### config.mk
export PLATFORM = sky130hd
export DESIGN_NAME = decode_issue_ctrl
export DESIGN_NICKNAME = d
export VERILOG_FILES = /design/src/rtl/decode_issue_ctrl_pkg.sv /design/src/rtl/decode_issue_ctrl_scoreboard.sv /design/src/rtl/decode_issue_ctrl.sv
export SDC_FILE = /design/constraint.sdc
export NUM_CORES = 1
export LEC_CHECK = 0
export BUFFER_PORTS_ARGS = -buffer_cell sky130_fd_sc_hd__buf_2
export CORE_ASPECT_RATIO = 1.75
export CORE_UTILIZATION = 50
export CTS_CLUSTER_DIAMETER = 60
export CTS_CLUSTER_SIZE = 24
export DETAILED_ROUTE_END_ITERATION = 8
export PLACE_DENSITY = 0.79
export SLEW_MARGIN = 10
export SYNTH_ARGS = -nofsm -noshare
export SYNTH_HDL_FRONTEND = slang
export SYNTH_SLANG_ARGS = --single-unit
### constraint.sdc
create_clock -name clk -period 5.04 [get_ports clk]
set_input_delay 1.008 -clock clk [delete_from_list [all_inputs] [get_ports clk]]
set_output_delay 1.008 -clock clk [all_outputs]
set_load 0.03 [all_outputs]
### src/rtl/decode_issue_ctrl_pkg.sv
// Shared types for the decode/issue control slice: issue bundle layout,
// register-count helper and squash-cause encoding.
package decode_issue_ctrl_pkg;

    // Id width used by issue_bundle_t. The top defaults REG_ID_W to this value;
    // any override of REG_ID_W must change this value to the same width.
    localparam int unsigned ISSUE_ID_W = 6;

    function automatic int unsigned num_regs(input int unsigned id_w);
        return 32'd1 << id_w;
    endfunction

    localparam int unsigned NUM_REGS = num_regs(ISSUE_ID_W);

    typedef struct packed {
        logic [ISSUE_ID_W-1:0] rd_id;
        logic                  rd_we;
        logic [ISSUE_ID_W-1:0] rs1_id;
        logic [ISSUE_ID_W-1:0] rs2_id;
        logic                  resolve;
        logic                  select_target_pc;
        logic                  squash_after_j;
        logic                  squash_after_jalr;
    } issue_bundle_t;

    typedef enum logic [1:0] {
        SQ_NONE,
        SQ_J,
        SQ_JALR
    } squash_cause_e;

endpackage

### src/rtl/decode_issue_ctrl_scoreboard.sv
// Pending-write scoreboard and RAW/WAW hazard compare for decode_issue_ctrl.
module decode_scoreboard
    import decode_issue_ctrl_pkg::*;
#(
    parameter int unsigned REG_ID_W = ISSUE_ID_W
) (
    input  logic                clk_i,
    input  logic                rst_i,
    input  logic                set_i,
    input  logic [REG_ID_W-1:0] set_id_i,
    input  logic                wb_valid_i,
    input  logic [REG_ID_W-1:0] wb_rd_id_i,
    input  logic                iss_valid_i,
    input  logic                iss_rd_we_i,
    input  logic [REG_ID_W-1:0] iss_rd_id_i,
    input  logic                dec_valid_i,
    input  logic                dec_rd_we_i,
    input  logic [REG_ID_W-1:0] dec_rd_id_i,
    input  logic [REG_ID_W-1:0] dec_rs1_id_i,
    input  logic [REG_ID_W-1:0] dec_rs2_id_i,
    output logic                hazard_o
);

    localparam int unsigned NREGS = num_regs(REG_ID_W);

    logic [NREGS-1:0] pending_q;
    logic [NREGS-1:0] pending_d;
    logic [NREGS-1:0] clr_vec;
    logic [NREGS-1:0] eff_pending;
    logic             iss_rd_live;
    logic             hit_rs1;
    logic             hit_rs2;
    logic             hit_rd;

    // Set is applied after clear so a same-cycle issue and writeback of one id leaves it pending.
    always_comb begin
        clr_vec = '0;
        if (wb_valid_i) begin
            clr_vec[wb_rd_id_i] = 1'b1;
        end
        eff_pending = pending_q & ~clr_vec;
        pending_d   = eff_pending;
        if (set_i && (set_id_i != '0)) begin
            pending_d[set_id_i] = 1'b1;
        end
        pending_d[0] = 1'b0;
    end

    always_comb begin
        iss_rd_live = iss_valid_i && iss_rd_we_i;
        hit_rs1 = (dec_rs1_id_i != '0) &&
                  (eff_pending[dec_rs1_id_i] || (iss_rd_live && (iss_rd_id_i == dec_rs1_id_i)));
        hit_rs2 = (dec_rs2_id_i != '0) &&
                  (eff_pending[dec_rs2_id_i] || (iss_rd_live && (iss_rd_id_i == dec_rs2_id_i)));
        hit_rd  = (dec_rd_id_i != '0) &&
                  (eff_pending[dec_rd_id_i] || (iss_rd_live && (iss_rd_id_i == dec_rd_id_i)));
        hazard_o = dec_valid_i && (hit_rs1 || hit_rs2 || (dec_rd_we_i && hit_rd));
    end

    always_ff @(posedge clk_i) begin
        if (rst_i) begin
            pending_q <= '0;
        end else begin
            pending_q <= pending_d;
        end
    end

endmodule

### src/rtl/decode_issue_ctrl.sv
// Decode-to-execute issue register with scoreboard stalls and J/JALR wrong-path squash.
// Optional stall counter output enabled by DECODE_ISSUE_STALL_CNT_EN.
module decode_issue_ctrl
    import decode_issue_ctrl_pkg::*;
#(
    parameter int unsigned REG_ID_W          = ISSUE_ID_W,
    parameter int unsigned SQUASH_J_SLOTS    = 1,
    parameter int unsigned SQUASH_JALR_SLOTS = 2,
    parameter int unsigned CNT_W             = 2
) (
    input  logic                clk,
    input  logic                rst,
    input  logic                dec_valid,
    output logic                dec_ready,
    input  logic [REG_ID_W-1:0] dec_rd_id,
    input  logic                dec_rd_we,
    input  logic [REG_ID_W-1:0] dec_rs1_id,
    input  logic [REG_ID_W-1:0] dec_rs2_id,
    input  logic                dec_resolve,
    input  logic                dec_select_target_pc,
    input  logic                dec_squash_after_j,
    input  logic                dec_squash_after_jalr,
    output logic                iss_valid,
    input  logic                iss_ready,
    output logic [REG_ID_W-1:0] iss_rd_id,
    output logic                iss_rd_we,
    output logic [REG_ID_W-1:0] iss_rs1_id,
    output logic [REG_ID_W-1:0] iss_rs2_id,
    output logic                iss_resolve,
    output logic                iss_select_target_pc,
    output logic                iss_squash_after_j,
    output logic                iss_squash_after_jalr,
    input  logic                wb_valid,
    input  logic [REG_ID_W-1:0] wb_rd_id,
    input  logic                ex_flush
`ifdef DECODE_ISSUE_STALL_CNT_EN
    ,
    output logic [31:0]         stall_cnt
`endif
);

    localparam logic [0:0] ST_NORMAL = 1'b0;
    localparam logic [0:0] ST_SQUASH = 1'b1;

    issue_bundle_t  iss_q, iss_d, dec_bundle;
    logic           iss_valid_q, iss_valid_d;
    logic [CNT_W-1:0] cnt_q, cnt_d, cause_slots;
    logic [0:0]     state;
    squash_cause_e  cause;
    logic           hazard;
    logic           adv;
    logic           accept;
    logic           load;
    logic           iss_fire;

    always_comb begin
        state     = (cnt_q != '0) ? ST_SQUASH : ST_NORMAL;
        adv       = !iss_valid_q || iss_ready;
        dec_ready = !rst && !ex_flush && ((state == ST_SQUASH) || (adv && !hazard));
        accept    = dec_valid && dec_ready;
        load      = accept && (state == ST_NORMAL);
        // A flushed issue-register entry is killed, so it neither sets pending nor starts a squash.
        iss_fire  = iss_valid_q && iss_ready && !ex_flush;
    end

    always_comb begin
        dec_bundle                   = '0;
        dec_bundle.rd_id             = dec_rd_id;
        dec_bundle.rd_we             = dec_rd_we;
        dec_bundle.rs1_id            = dec_rs1_id;
        dec_bundle.rs2_id            = dec_rs2_id;
        dec_bundle.resolve           = dec_resolve;
        dec_bundle.select_target_pc  = dec_select_target_pc;
        dec_bundle.squash_after_j    = dec_squash_after_j;
        dec_bundle.squash_after_jalr = dec_squash_after_jalr;
    end

    always_comb begin
        iss_d       = iss_q;
        iss_valid_d = iss_valid_q;
        if (ex_flush) begin
            iss_valid_d = 1'b0;
        end else if (load) begin
            iss_d       = dec_bundle;
            iss_valid_d = 1'b1;
        end else if (iss_ready) begin
            iss_valid_d = 1'b0;
        end
    end

    always_comb begin
        cause = SQ_NONE;
        if (iss_fire) begin
            if (iss_q.squash_after_jalr) begin
                cause = SQ_JALR;
            end else if (iss_q.squash_after_j) begin
                cause = SQ_J;
            end
        end
        case (cause)
            SQ_JALR: cause_slots = CNT_W'(SQUASH_JALR_SLOTS);
            SQ_J:    cause_slots = CNT_W'(SQUASH_J_SLOTS);
            default: cause_slots = '0;
        endcase
        cnt_d = cnt_q;
        if (ex_flush) begin
            cnt_d = '0;
        end else if (cause_slots != '0) begin
            cnt_d = cause_slots;
        end else if (accept && (state == ST_SQUASH)) begin
            cnt_d = cnt_q - CNT_W'(1);
        end
    end

    always_ff @(posedge clk) begin
        if (rst) begin
            iss_q       <= '0;
            iss_valid_q <= 1'b0;
            cnt_q       <= '0;
        end else begin
            iss_q       <= iss_d;
            iss_valid_q <= iss_valid_d;
            cnt_q       <= cnt_d;
        end
    end

    decode_scoreboard #(
        .REG_ID_W (REG_ID_W)
    ) u_scoreboard (
        .clk_i        (clk),
        .rst_i        (rst),
        .set_i        (iss_fire && iss_q.rd_we),
        .set_id_i     (iss_q.rd_id),
        .wb_valid_i   (wb_valid),
        .wb_rd_id_i   (wb_rd_id),
        .iss_valid_i  (iss_valid_q),
        .iss_rd_we_i  (iss_q.rd_we),
        .iss_rd_id_i  (iss_q.rd_id),
        .dec_valid_i  (dec_valid),
        .dec_rd_we_i  (dec_rd_we),
        .dec_rd_id_i  (dec_rd_id),
        .dec_rs1_id_i (dec_rs1_id),
        .dec_rs2_id_i (dec_rs2_id),
        .hazard_o     (hazard)
    );

    assign iss_valid             = iss_valid_q;
    assign iss_rd_id             = iss_q.rd_id;
    assign iss_rd_we             = iss_q.rd_we;
    assign iss_rs1_id            = iss_q.rs1_id;
    assign iss_rs2_id            = iss_q.rs2_id;
    assign iss_resolve           = iss_q.resolve;
    assign iss_select_target_pc  = iss_q.select_target_pc;
    assign iss_squash_after_j    = iss_q.squash_after_j;
    assign iss_squash_after_jalr = iss_q.squash_after_jalr;

`ifdef DECODE_ISSUE_STALL_CNT_EN
    logic [31:0] stall_cnt_q, stall_cnt_d;

    always_comb begin
        stall_cnt_d = stall_cnt_q;
        if (dec_valid && !dec_ready && !ex_flush && (stall_cnt_q != '1)) begin
            stall_cnt_d = stall_cnt_q + 32'd1;
        end
    end

    always_ff @(posedge clk) begin
        if (rst) begin
            stall_cnt_q <= '0;
        end else begin
            stall_cnt_q <= stall_cnt_d;
        end
    end

    assign stall_cnt = stall_cnt_q;
`endif

endmodule
==> results of run 1 <==
[stage by stage]
stage          hold WS, ps  power (mW)  utilization, %
2_1_floorplan          463       0.903               -
3_3_place_gp           463       0.993            55.6
3_5_place_dp           470       0.994            55.6
4_1_cts                481        1.63            57.9
5_1_grt                510        1.68            58.0
6_report               481        1.65            58.0
[worst max path at each step]
| stage | startpoint | endpoint | slack (ps) | depth (start not counted) |
|---|---|---|---|---|
| 2_1_floorplan | wb_rd_id[0] | dec_ready | 560 | 11 |
| 3_3_place_gp | wb_rd_id[0] | dec_ready | 290 | 12 |
| 3_5_place_dp | wb_rd_id[0] | dec_ready | 320 | 12 |
| 4_1_cts | wb_rd_id[0] | dec_ready | 320 | 12 |
| 5_1_grt | wb_rd_id[0] | dec_ready | 40 | 12 |
| 6_report | wb_rd_id[0] | dec_ready | 250 | 13 |
[tightest hold or removal path, cell delays in order, from the launching register on]
cell,delay [ps]
dfxtp_1,310
o21ai_1,60
a21oi_1,60
[registers in the layout, summed over array words and instances (netlist names)]
register / flops
u_scoreboard.pending_q: 63
iss_rd_id: 6
iss_rs1_id: 6
iss_rs2_id: 6
cnt_q: 2
iss_rd_we: 1
iss_resolve: 1
iss_select_target_pc: 1
iss_squash_after_j: 1
iss_squash_after_jalr: 1
iss_valid: 1
[logic make-up after synthesis]
kind of cell             after synthesis  synth area share (%)
flip-flops                            89                  28.8
AND/OR/NAND/NOR                      254                  20.9
multiplexers                          30                  7.37
XOR/XNOR                              18                  2.55
AO/OA/AOI/OAI                        319                  33.3
buffers and inverters                 91                  6.53
adder cells (fa/ha/maj)                3                 0.606
[synthesized netlist by cell type (5+ instances only)]
library cell and n:
nor4_1 7, mux4_2 12, nor3b_1 10, a22o_1 5, nand2_1 86, nor3_1 13, inv_1 18, o2111ai_1 13
a21oi_1 94, nor2_1 42, nand2b_1 10, o211ai_1 35, nand3b_1 6, o21ai_0 49, nor2b_1 9, a22oi_1 5
mux2i_1 13, xnor2_1 14, buf_2 20, dfxtp_1 89, o21ai_1 40, a31oi_1 5, o21a_1 10, nand3_1 38
clkbuf_1 42
[per-layer routing]
layer  vias up  part of all wire (%)
li1       3110                     -
met1      3292                    33
met2       622                    45
met3       210                    12
met4         0                    11
met5         -                     0
[final cells by class]
cell class	count	area, um2
tap	165	206
inverter	19	71.3
fill	1159	5070
multi-input combinational	624	4020
sequential	89	1780
clock inverter	6	50.0
timing repair buffer	105	641
clock buffer	9	225
[report_power, final]
part	total, mW	switching [mW]	internal (mW)
clock	0.652	0.315	0.338
sequential	0.713	0.00655	0.707
combinational	0.280	0.195	0.0852
==> reports/summary.txt, run 1 <==
Iteration-0 DRC count of the detailed router = 1,244
Sum Neg Setup Slack = 0 ps
Power per unit of standard cell area = 235 nW/um2
Total leakage power = 2.37 nW
Most used DFF post-synth = dfxtp_1
HPWL reported at the end of detailed placement = 18,300 um
Cts bufs inserted = 9
Most area-hungry cell type in the Yosys netlist = dfxtp_1
Core region area = 12,100 um2
Via count of the first global-routing pass = 6,796
Critical path's slowest cell = or4b_1
Crit path setup slack, layout = 250 ps
Wire length of the first global-routing pass = 39,400 um
Combined area of all synthesized cells = 6190 um2
Maximum number of pins on one net before global-route repair = 89
Worst Setup End Kind = primary output
Final setup vio count = 0
Proportion of netlist area held by the largest area contributor = 28.8%
DRT antenna net count = 0
Antenna violations before repair = 0
Most frequent cells in the layout = a21oi_1 (94), dfxtp_1 (89), nand2_1 (86), buf_2 (59), o21ai_0 (49)
GRT overflow = 0
Total number of vias = 7,234
Avg Vias per Cell = 7.11
Crit path max-delay family = compound AO/OA/AOI/OAI gates
Die footprint = 12,900 um2
Layout Cells excl Fill = 1,017
Capture endpoint of the worst hold path = iss_rs2_id[5]$_SDFFE_PP0P_
Clock tree from TritonCTS = yes
Share of post-route cells with drive strength above 1 = 18.3%
Worst Clk Skew = 10.7 ps
Quantity of I/O buffers inserted on ports = 59
Global-route track usage on met1 = 46.4%
Width of the die = 86.1 um
Gate count after technology mapping = 804
Global placement routability congestion = 1.09
Total count of max-transition violations in the final report = 0
Yosys reg bits = 89
Actual transition at the worst max-transition pin = 1250 ps
FF-to-FF path depth = 9
Clock insertion delay at the later pin of the skew report = 360 ps
Crit path arrival time = 3780 ps
CTS Hold Buffers Added = 0
Number of iterations in the first detailed-routing pass = 8
Startpoint type of the worst setup path = primary input
Hold Vio Cnt, Final = 0
Hold path startpoint = iss_rs2_id[5]$_SDFFE_PP0P_
Clk root buf = clkbuf_16
Total GRT Usage = 41.7%
Relative max-transition margin = 16.3%
Clk slew on worst S/H paths = 70 ps
Critical-path maximum fanout = 8
Worst setup slack before clock tree synthesis = 323 ps
Async set or reset register ratio after synthesis = 0%
Number of flops mapped to enable cells by yosys = 0
Number of setup buffers added after CTS = 0
Tcrit/Tclk final = 95.0%
Worst setup path category = primary input to primary output
Average cell area after synthesis = 7.70 um2
Routed length per instance = 25.7 um
GRT met2 Usage = 66.0%
Row count = 53
Clock Path Buffers = 2
Worst voltage drop across the vdd grid = 0.191 mV
Total I/O pin count = 60
Worst hold path type = register to register
Cells after DPL = 1,002
Final standard cell area without fillers = 6990 um2
Drt drc = 0
Unrepaired setup endpoints after global routing = false
Ant. Diodes = 0
Cell types with the largest area share after synthesis = dfxtp_1 (29%), a21oi_1 (7.6%), nand2_1 (5.2%), mux4_2 (4.4%), o211ai_1 (4.2%)
Busiest metal layer after global routing = met2
Number of maximum-capacitance violations = 0
Nets = 886
Post-route minimum period = 4790 ps
H-tree levels = 3
Count of distinct cell types in the synthesized netlist = 87
Number of nets produced by synthesis = 842
YS warnings = 0
Share of the yosys chip area belonging to registers = 28.8%
Crit Reg-Reg Endpoint = iss_valid$_SDFFE_PP0P_
Height of the die = 149 um
Status = completed
Global Route met3 Usage = 11.1%
P&R area growth vs syn = 12.9%
Aggregate routed wire length = 26,100 um
Number of resized instances in the post-cts repair step = 0
Most common cell after layout, fill and taps aside = a21oi_1
R2r setup slk = 1720 ps
Number of stages on the worst hold path = 2
Maximum frequency from static timing analysis = 209 MHz
Origin of the critical flop-to-flop path = iss_rd_id[3]$_SDFFE_PP0P_
Crit path buf inv count = 4
Worst path max stage delay = 520 ps
Required time of the critical path = 4030 ps
Critical Path, Cell by Cell = buf_2, or4b_1, buf_4, o21ai_1, mux4_2, nor3b_1, a2111o_1, o41ai_1, buf_4, o211ai_2, a21oi_2, o21a_1, buf_2
Number of sinks handled by clock tree synthesis = 89
Instance area at placement = 6710 um2
Initial cell density of the core = 51.3%
Power figures use the tool's default switching activity.
==> run 2: changes to the inputs <==
--- a/config.mk
+++ b/config.mk
@@ -11,7 +11,8 @@
 export CTS_CLUSTER_DIAMETER = 60
 export CTS_CLUSTER_SIZE = 24
 export DETAILED_ROUTE_END_ITERATION = 8
-export PLACE_DENSITY = 0.79
+export PLACE_DENSITY = 0.69
+export REMOVE_ABC_BUFFERS = 1
 export SLEW_MARGIN = 10
 export SYNTH_ARGS = -nofsm -noshare
 export SYNTH_HDL_FRONTEND = slang
==> run 2 against run 1 <==
  * Die area is the same
  * Register-to-register slack worse by 200 ps
  * Final cell count increased by 0.39%
  * Routed wire length up 8.0%
  * Critical path depth down 2
  * Via count fell by 0.40%
  * First-iteration DRC count shrank 31%
  * Largest cell class unchanged
  * Core utilization up 0.31 points
==> reports/summary.txt, run 2 (synthesis results as in run 1) <==
Status = completed (unchanged)
Clock insertion delay at the later pin of the skew report = 350 ps (was 360 ps)
Total I/O pin count = 60 (unchanged)
Crit path buf inv count = 3 (was 4)
Total number of vias = 7,205 (was 7,234)
Via count of the first global-routing pass = 6,917 (was 6,796)
Share of total power consumed by net switching = 31.8% (was 31.4%)
Clock Path Buffers = 2 (unchanged)
P&R area growth vs syn = 13.5% (was 12.9%)
Wire length of the first global-routing pass = 41,500 um (was 39,400 um)
Quantity of I/O buffers inserted on ports = 59 (unchanged)
Power per unit of standard cell area = 236 nW/um2 (was 235 nW/um2)
Initial cell density of the core = 51.3% (unchanged)
Worst voltage drop across the vdd grid = 0.146 mV (was 0.191 mV)
Total GRT Usage = 44.7% (was 41.7%)
Relative max-transition margin = 19.8% (was 16.3%)
Critical path's slowest cell = nor2b_1 (was or4b_1)
Psw = 528 uW (was 516 uW)
Total leakage power = 2.39 nW (was 2.37 nW)
Critical Path, Cell by Cell = buf_2, nor2b_1, nand3_1, a22oi_1, nor4_1, buf_4, o21ai_2, o211ai_2, a21oi_2, o21a_1, buf_2 (was buf_2, or4b_1, buf_4, o21ai_1, mux4_2, nor3b_1, a2111o_1, o41ai_1, buf_4, o211ai_2, a21oi_2, o21a_1, buf_2)
Worst Clk Skew = 5.20 ps (was 10.7 ps)
Clock tree from TritonCTS = yes (unchanged)
Most common cell after layout, fill and taps aside = a21oi_1 (unchanged)
Max reg flops = 63 (unchanged)
H-tree levels = 3 (unchanged)
Routed length per instance = 27.6 um (was 25.7 um)
Die footprint = 12,900 um2 (unchanged)
Hold Vio Cnt, Final = 0 (unchanged)
Hold path startpoint = iss_rs2_id[5]$_SDFFE_PP0P_ (unchanged)
Nets = 889 (was 886)
Iteration-0 DRC count of the detailed router = 857 (was 1,244)
Sum Neg Setup Slack = 0 ps (unchanged)
Worst hold path type = register to register (unchanged)
Core region area = 12,100 um2 (unchanged)
Clk root buf = clkbuf_16 (unchanged)
Post-route minimum period = 4990 ps (was 4790 ps)
GRT overflow = 0 (unchanged)
Startpoint of the most critical setup path = dec_rs1_id[0] (was wb_rd_id[0])
Maximum number of pins on one net before global-route repair = 89 (unchanged)
Origin of the critical flop-to-flop path = iss_rd_id[0]$_SDFFE_PP0P_ (was iss_rd_id[3]$_SDFFE_PP0P_)
Startpoint type of the worst setup path = primary input (unchanged)
Minimum hold slack = 479 ps (was 481 ps)
Ant. Diodes = 0 (unchanged)
Most flops, register = u_scoreboard.pending_q (unchanged)
Clock share of power = 39.5% (was 39.6%)
Unrepaired setup endpoints after global routing = false (unchanged)
Total count of max-transition violations in the final report = 0 (unchanged)
Final setup vio count = 0 (unchanged)
Crit path max-delay family = simple AND/OR/NAND/NOR gates (was compound AO/OA/AOI/OAI gates)
Number of maximum-capacitance violations = 0 (unchanged)
Row count = 53 (unchanged)
Int Power = 1.13 mW (about the same)
Worst path max stage delay = 870 ps (was 520 ps)
Fraction of power consumed by combinational cells = 17.5% (was 17.0%)
HPWL reported at the end of detailed placement = 20,100 um (was 18,300 um)
Worst setup path category = primary input to primary output (unchanged)
Relative contribution of sequential cells to total power = 43.0% (was 43.3%)
Tcrit/Tclk final = 99.0% (was 95.0%)
Height of the die = 149 um (unchanged)
Most frequent cells in the layout = a21oi_1 (94), dfxtp_1 (89), nand2_1 (86), buf_2 (59) (was a21oi_1 (94), dfxtp_1 (89), nand2_1 (86), buf_2 (59), o21ai_0 (49))
Maximum frequency from static timing analysis = 200 MHz (was 209 MHz)
Number of sinks handled by clock tree synthesis = 89 (unchanged)
Aggregate routed wire length = 28,200 um (was 26,100 um)
Worst Setup End Kind = primary output (unchanged)
Antenna violations before repair = 0 (unchanged)
DRT antenna net count = 0 (unchanged)
Share of post-route cells with drive strength above 1 = 18.7% (was 18.3%)
Cts bufs inserted = 9 (unchanged)
Width of the die = 86.1 um (unchanged)
Required time of the critical path = 4030 ps (about the same)
Crit path arrival time = 3980 ps (was 3780 ps)
Avg Vias per Cell = 7.06 (was 7.11)
Drt drc = 0 (unchanged)
Number of iterations in the first detailed-routing pass = 6 (was 8)
Critical-path maximum fanout = 25 (was 8)
Actual transition at the worst max-transition pin = 1200 ps (was 1250 ps)
Cell repeated most along the worst path = buf_2
Clk slew on worst S/H paths = 70 ps (about the same)
Global placement routability congestion = 1.05 (was 1.09)
-- run 2: changes by cell type in the layout (fill, tap and decap cells not counted), sizes merged --
cell    delta
inv        -1
clkinv     +1
clkbuf     +1
buf        +3
-- run 2: worst min-delay path: stages, from the launching register on --
cell	delay (ps)
dfxtp_1	310
o21ai_1	60
a21oi_1	60
-- run 2: worst paths after layout --
kind	to	slack (ps)	cells after the start
min	iss_rs2_id[5]$_SDFFE_PP0P_	480	2
min reg2reg	iss_rs2_id[5]$_SDFFE_PP0P_	480	2
max reg2reg	iss_rd_id[5]$_SDFFE_PP0P_	1520	9
max	dec_ready	50	11
-- run 2: final cells by class --
| class | instances | area (um2) |
|---|---|---|
| Multi-Input combinational cell | 624 | 4030 |
| Inverter | 19 | 71.3 |
| Timing Repair Buffer | 108 | 676 |
| Clock inverter | 6 | 42.5 |
| Clock buffer | 10 | 229 |
| Fill cell | 1155 | 5040 |
| Sequential cell | 89 | 1780 |
| Tap cell | 165 | 206 |
-- run 2: power groups by stage --
stage          clock (mW)  combinational (mW)  sequential (mW)
3_5_place_dp            0               0.277            0.729
6_report            0.656               0.291            0.713
2_1_floorplan           0               0.119            0.736
4_1_cts             0.652               0.277            0.713
5_1_grt             0.682               0.299            0.713
3_3_place_gp            0               0.275            0.729
-- run 2: what timing repair did --
action,4_1_cts,5_1_grt
hold buffers,0,0
buffers inserted,0,0
endpoints found under the setup margin,0,1
resized for setup,0,1
-- run 2: layer usage --
| metal | routed length, um | track usage, % | vias up |
|---|---|---|---|
| met4 | 2680 | 36.8 | 0 |
| li1 | - | - | 3109 |
| met3 | 2980 | 9.35 | 172 |
| met5 | 0 | 0 | - |
| met1 | 9480 | 50.0 | 3383 |
| met2 | 13000 | 72.0 | 541 |
-- run 2: metrics by stage --
stage	setup slack, ps	total power, mW	cells	cell area [um2]	utilization, %
6_report	48.2	1.66	1021	7030	58.3
5_1_grt	15.9	1.69	1021	7030	58.3
4_1_cts	117	1.64	1021	7030	58.2
3_5_place_dp	117	1.01	1005	6760	56.0
3_3_place_gp	186	1.00	1005	6760	56.0
2_1_floorplan	377	0.855	732	5860	-
==> run 3: changes to the inputs <==
--- a/config.mk
+++ b/config.mk
@@ -11,7 +11,7 @@
 export CTS_CLUSTER_DIAMETER = 60
 export CTS_CLUSTER_SIZE = 24
 export DETAILED_ROUTE_END_ITERATION = 8
-export PLACE_DENSITY = 0.69
+export PLACE_DENSITY_LB_ADDON = 0.1
 export REMOVE_ABC_BUFFERS = 1
 export SLEW_MARGIN = 10
 export SYNTH_ARGS = -nofsm -noshare
==> run 3 against run 2 <==
  * Critical endpoint unchanged
  * Power up 12%
  * Combinational power down 2%
  * Clock-buffer cell count down 1
  * Non-clock buffer count up 3
  * Critical path depth unchanged
==> reports/summary.txt, run 3 (synthesis results as in run 1) <==
Number of maximum-capacitance violations = 0 (unchanged)
Total leakage power = 2.45 nW (was 2.39 nW)
Avg Vias per Cell = 7.00 (was 7.06)
Total GRT Usage = 45.1% (was 44.7%)
Iteration-0 DRC count of the detailed router = 821 (was 857)
Cts bufs inserted = 9 (unchanged)
Post-route minimum period = 4950 ps (was 4990 ps)
Clk root buf = clkbuf_16 (unchanged)
Actual transition at the worst max-transition pin = 1260 ps (was 1200 ps)
Number of sinks handled by clock tree synthesis = 89 (unchanged)
Number of setup buffers added after CTS = 0 (unchanged)
Hold Vio Cnt, Final = 0 (unchanged)
Sum Neg Setup Slack = 0 ps (unchanged)
WL met1 = 9700 um (was 9480 um)
Worst voltage drop across the vdd grid = 0.279 mV (was 0.146 mV)
Initial cell density of the core = 51.3% (unchanged)
Status = completed (unchanged)
Final setup vio count = 0 (unchanged)
Nets = 892 (was 889)
Clock share of power = 46.2% (was 39.5%)
HPWL reported at the end of detailed placement = 20,600 um (was 20,100 um)
Routed length per instance = 27.6 um (about the same)
Worst Setup End Kind = primary output (unchanged)
Psw = 523 uW (was 528 uW)
Global placement routability congestion = 1.06 (was 1.05)
Quantity of I/O buffers inserted on ports = 59 (unchanged)
Core region area = 12,100 um2 (unchanged)
R2r setup slk = 1470 ps (was 1520 ps)
Share of total power consumed by net switching = 28.1% (was 31.8%)
H-tree levels = 3 (unchanged)
Total count of max-transition violations in the final report = 0 (unchanged)
Relative max-transition margin = 15.6% (was 19.8%)
Share of post-route cells with drive strength above 1 = 19.1% (was 18.7%)
Maximum frequency from static timing analysis = 202 MHz (was 200 MHz)
Routed wire length on met3 = 2870 um (was 2980 um)
Relative contribution of sequential cells to total power = 38.4% (was 43.0%)
Drt drc = 0 (unchanged)
Required time of the critical path = 4030 ps (about the same)
Total I/O pin count = 60 (unchanged)
Worst hold path type = register to register (unchanged)
Worst Clk Skew = 5.90 ps (was 5.20 ps)
Fraction of power consumed by combinational cells = 15.4% (was 17.5%)
Power per unit of standard cell area = 260 nW/um2 (was 236 nW/um2)
Critical-path maximum fanout = 11 (was 25)
Antenna violations before repair = 1 (was 0)
DRT antenna net count = 0 (unchanged)
Int Power = 1.34 mW (was 1.13 mW)
Clock insertion delay at the later pin of the skew report = 350 ps (about the same)
Die footprint = 12,900 um2 (unchanged)
Max reg flops = 63 (unchanged)
Maximum number of pins on one net before global-route repair = 89 (unchanged)
Via count of the first global-routing pass = 7,021 (was 6,917)
Number of iterations in the first detailed-routing pass = 6 (unchanged)
Overall power consumption = 1.86 mW (was 1.66 mW)
Width of the die = 86.1 um (unchanged)
Clk slew on worst S/H paths = 70 ps (about the same)
Aggregate routed wire length = 28,300 um (was 28,200 um)
Uppermost signal routing layer after detailed routing = met4 (unchanged)
Unrepaired setup endpoints after global routing = false (unchanged)
Clock Path Buffers = 2 (unchanged)
GRT overflow = 0 (unchanged)
Clock tree from TritonCTS = yes (unchanged)
Most common cell after layout, fill and taps aside = a21oi_1 (unchanged)
Total number of vias = 7,175 (was 7,205)
Crit path arrival time = 3940 ps (was 3980 ps)
Height of the die = 149 um (unchanged)
Most frequent cells in the layout = a21oi_1 (94), dfxtp_1 (89), nand2_1 (86), buf_2 (59), buf_4 (52) (was a21oi_1 (94), dfxtp_1 (89), nand2_1 (86), buf_2 (59))
Startpoint type of the worst setup path = primary input (unchanged)
CTS Hold Buffers Added = 0 (unchanged)
Tcrit/Tclk final = 98.2% (was 99.0%)
Wire length of the first global-routing pass = 42,000 um (was 41,500 um)
Most flops, register = u_scoreboard.pending_q (unchanged)
Worst setup path category = primary input to primary output (unchanged)
P&R area growth vs syn = 15.4% (was 13.5%)
Row count = 53 (unchanged)
Met2 Routed Length = 13,000 um (about the same)
Filler cells = 1,153 (was 1,155)
==> run 3: cell count changes in the layout (fill, tap and decap cells not counted), sizes merged, moves of 2 or more <==
cell,previous run,this run
buf,108,111
clkinvlp,2,0
bufinv,0,4
clkinv,3,1
==> run 3: routing by layer <==
| layer | GRT usage (%) | vias to the layer above |
|---|---|---|
| met4 | 38.9 | 0 |
| met2 | 71.8 | 547 |
| met1 | 50.6 | 3370 |
| met5 | 0 | - |
| li1 | - | 3115 |
| met3 | 9.08 | 143 |
==> run 3: timing repair <==
action,CTS,global route
gates resized for setup,0,1
setup endpoints to repair,0,1
endpoints found under the hold margin,0,0
==> run 3: final timing paths <==
check,start,endpoint,depth (start not counted)
setup / recovery,wb_rd_id[5],dec_ready,11
hold / removal,iss_rs1_id[2]$_SDFFE_PP0P_,iss_rs1_id[2]$_SDFFE_PP0P_,2
setup reg to reg,iss_rd_id[3]$_SDFFE_PP0P_,iss_valid$_SDFFE_PP0P_,9
hold reg to reg,iss_rs1_id[2]$_SDFFE_PP0P_,iss_rs1_id[2]$_SDFFE_PP0P_,2
==> run 3: per-stage QoR <==
stage / utilization [%] / worst slack, ps / cell area [um2] / cells / hold WS, ps
finish: 59.2 / 88.8 / 7150 / 1025 / 481
CTS: 59.2 / 107 / 7140 / 1024 / 484
detailed placement: 56.1 / 135 / 6770 / 1008 / 473
global route: 59.2 / 35.9 / 7150 / 1025 / 510
floorplan: - / 377 / 5860 / 732 / 456
global placement: 56.1 / 132 / 6770 / 1008 / 462
==> run 3: critical path: stages <==
cell       delay, ps
buf_2            140
nand3b_1         550
o21ai_0          650
mux2i_1          160
a2111oi_0        470
a31oi_1          140
o211ai_1         160
o211ai_2         170
a21oi_2          170
o21a_1           130
buf_2            190
==> run 3: power groups by stage <==
stage | logic [mW] | registers, mW | clock network, mW
after floorplan | 0.119 | 0.736 | 0
after global placement | 0.272 | 0.729 | 0
final | 0.286 | 0.713 | 0.858
after CTS | 0.274 | 0.713 | 0.859
after global routing | 0.296 | 0.713 | 0.888
after detailed placement | 0.273 | 0.729 | 0
==> run 3: cell type report <==
cell class / instances / area [um2] / area share [%]
flip-flops and latches: 89 / 1780 / 24.9
diodes: 1 / 2.50 / 0.0350
clock buffers: 9 / 225 / 3.15
inverters: 19 / 71.3 / 0.998
clock inverters: 7 / 149 / 2.08
repair buffers: 111 / 686 / 9.60
well taps: 165 / 206 / 2.89
multi-input cells: 624 / 4020 / 56.3
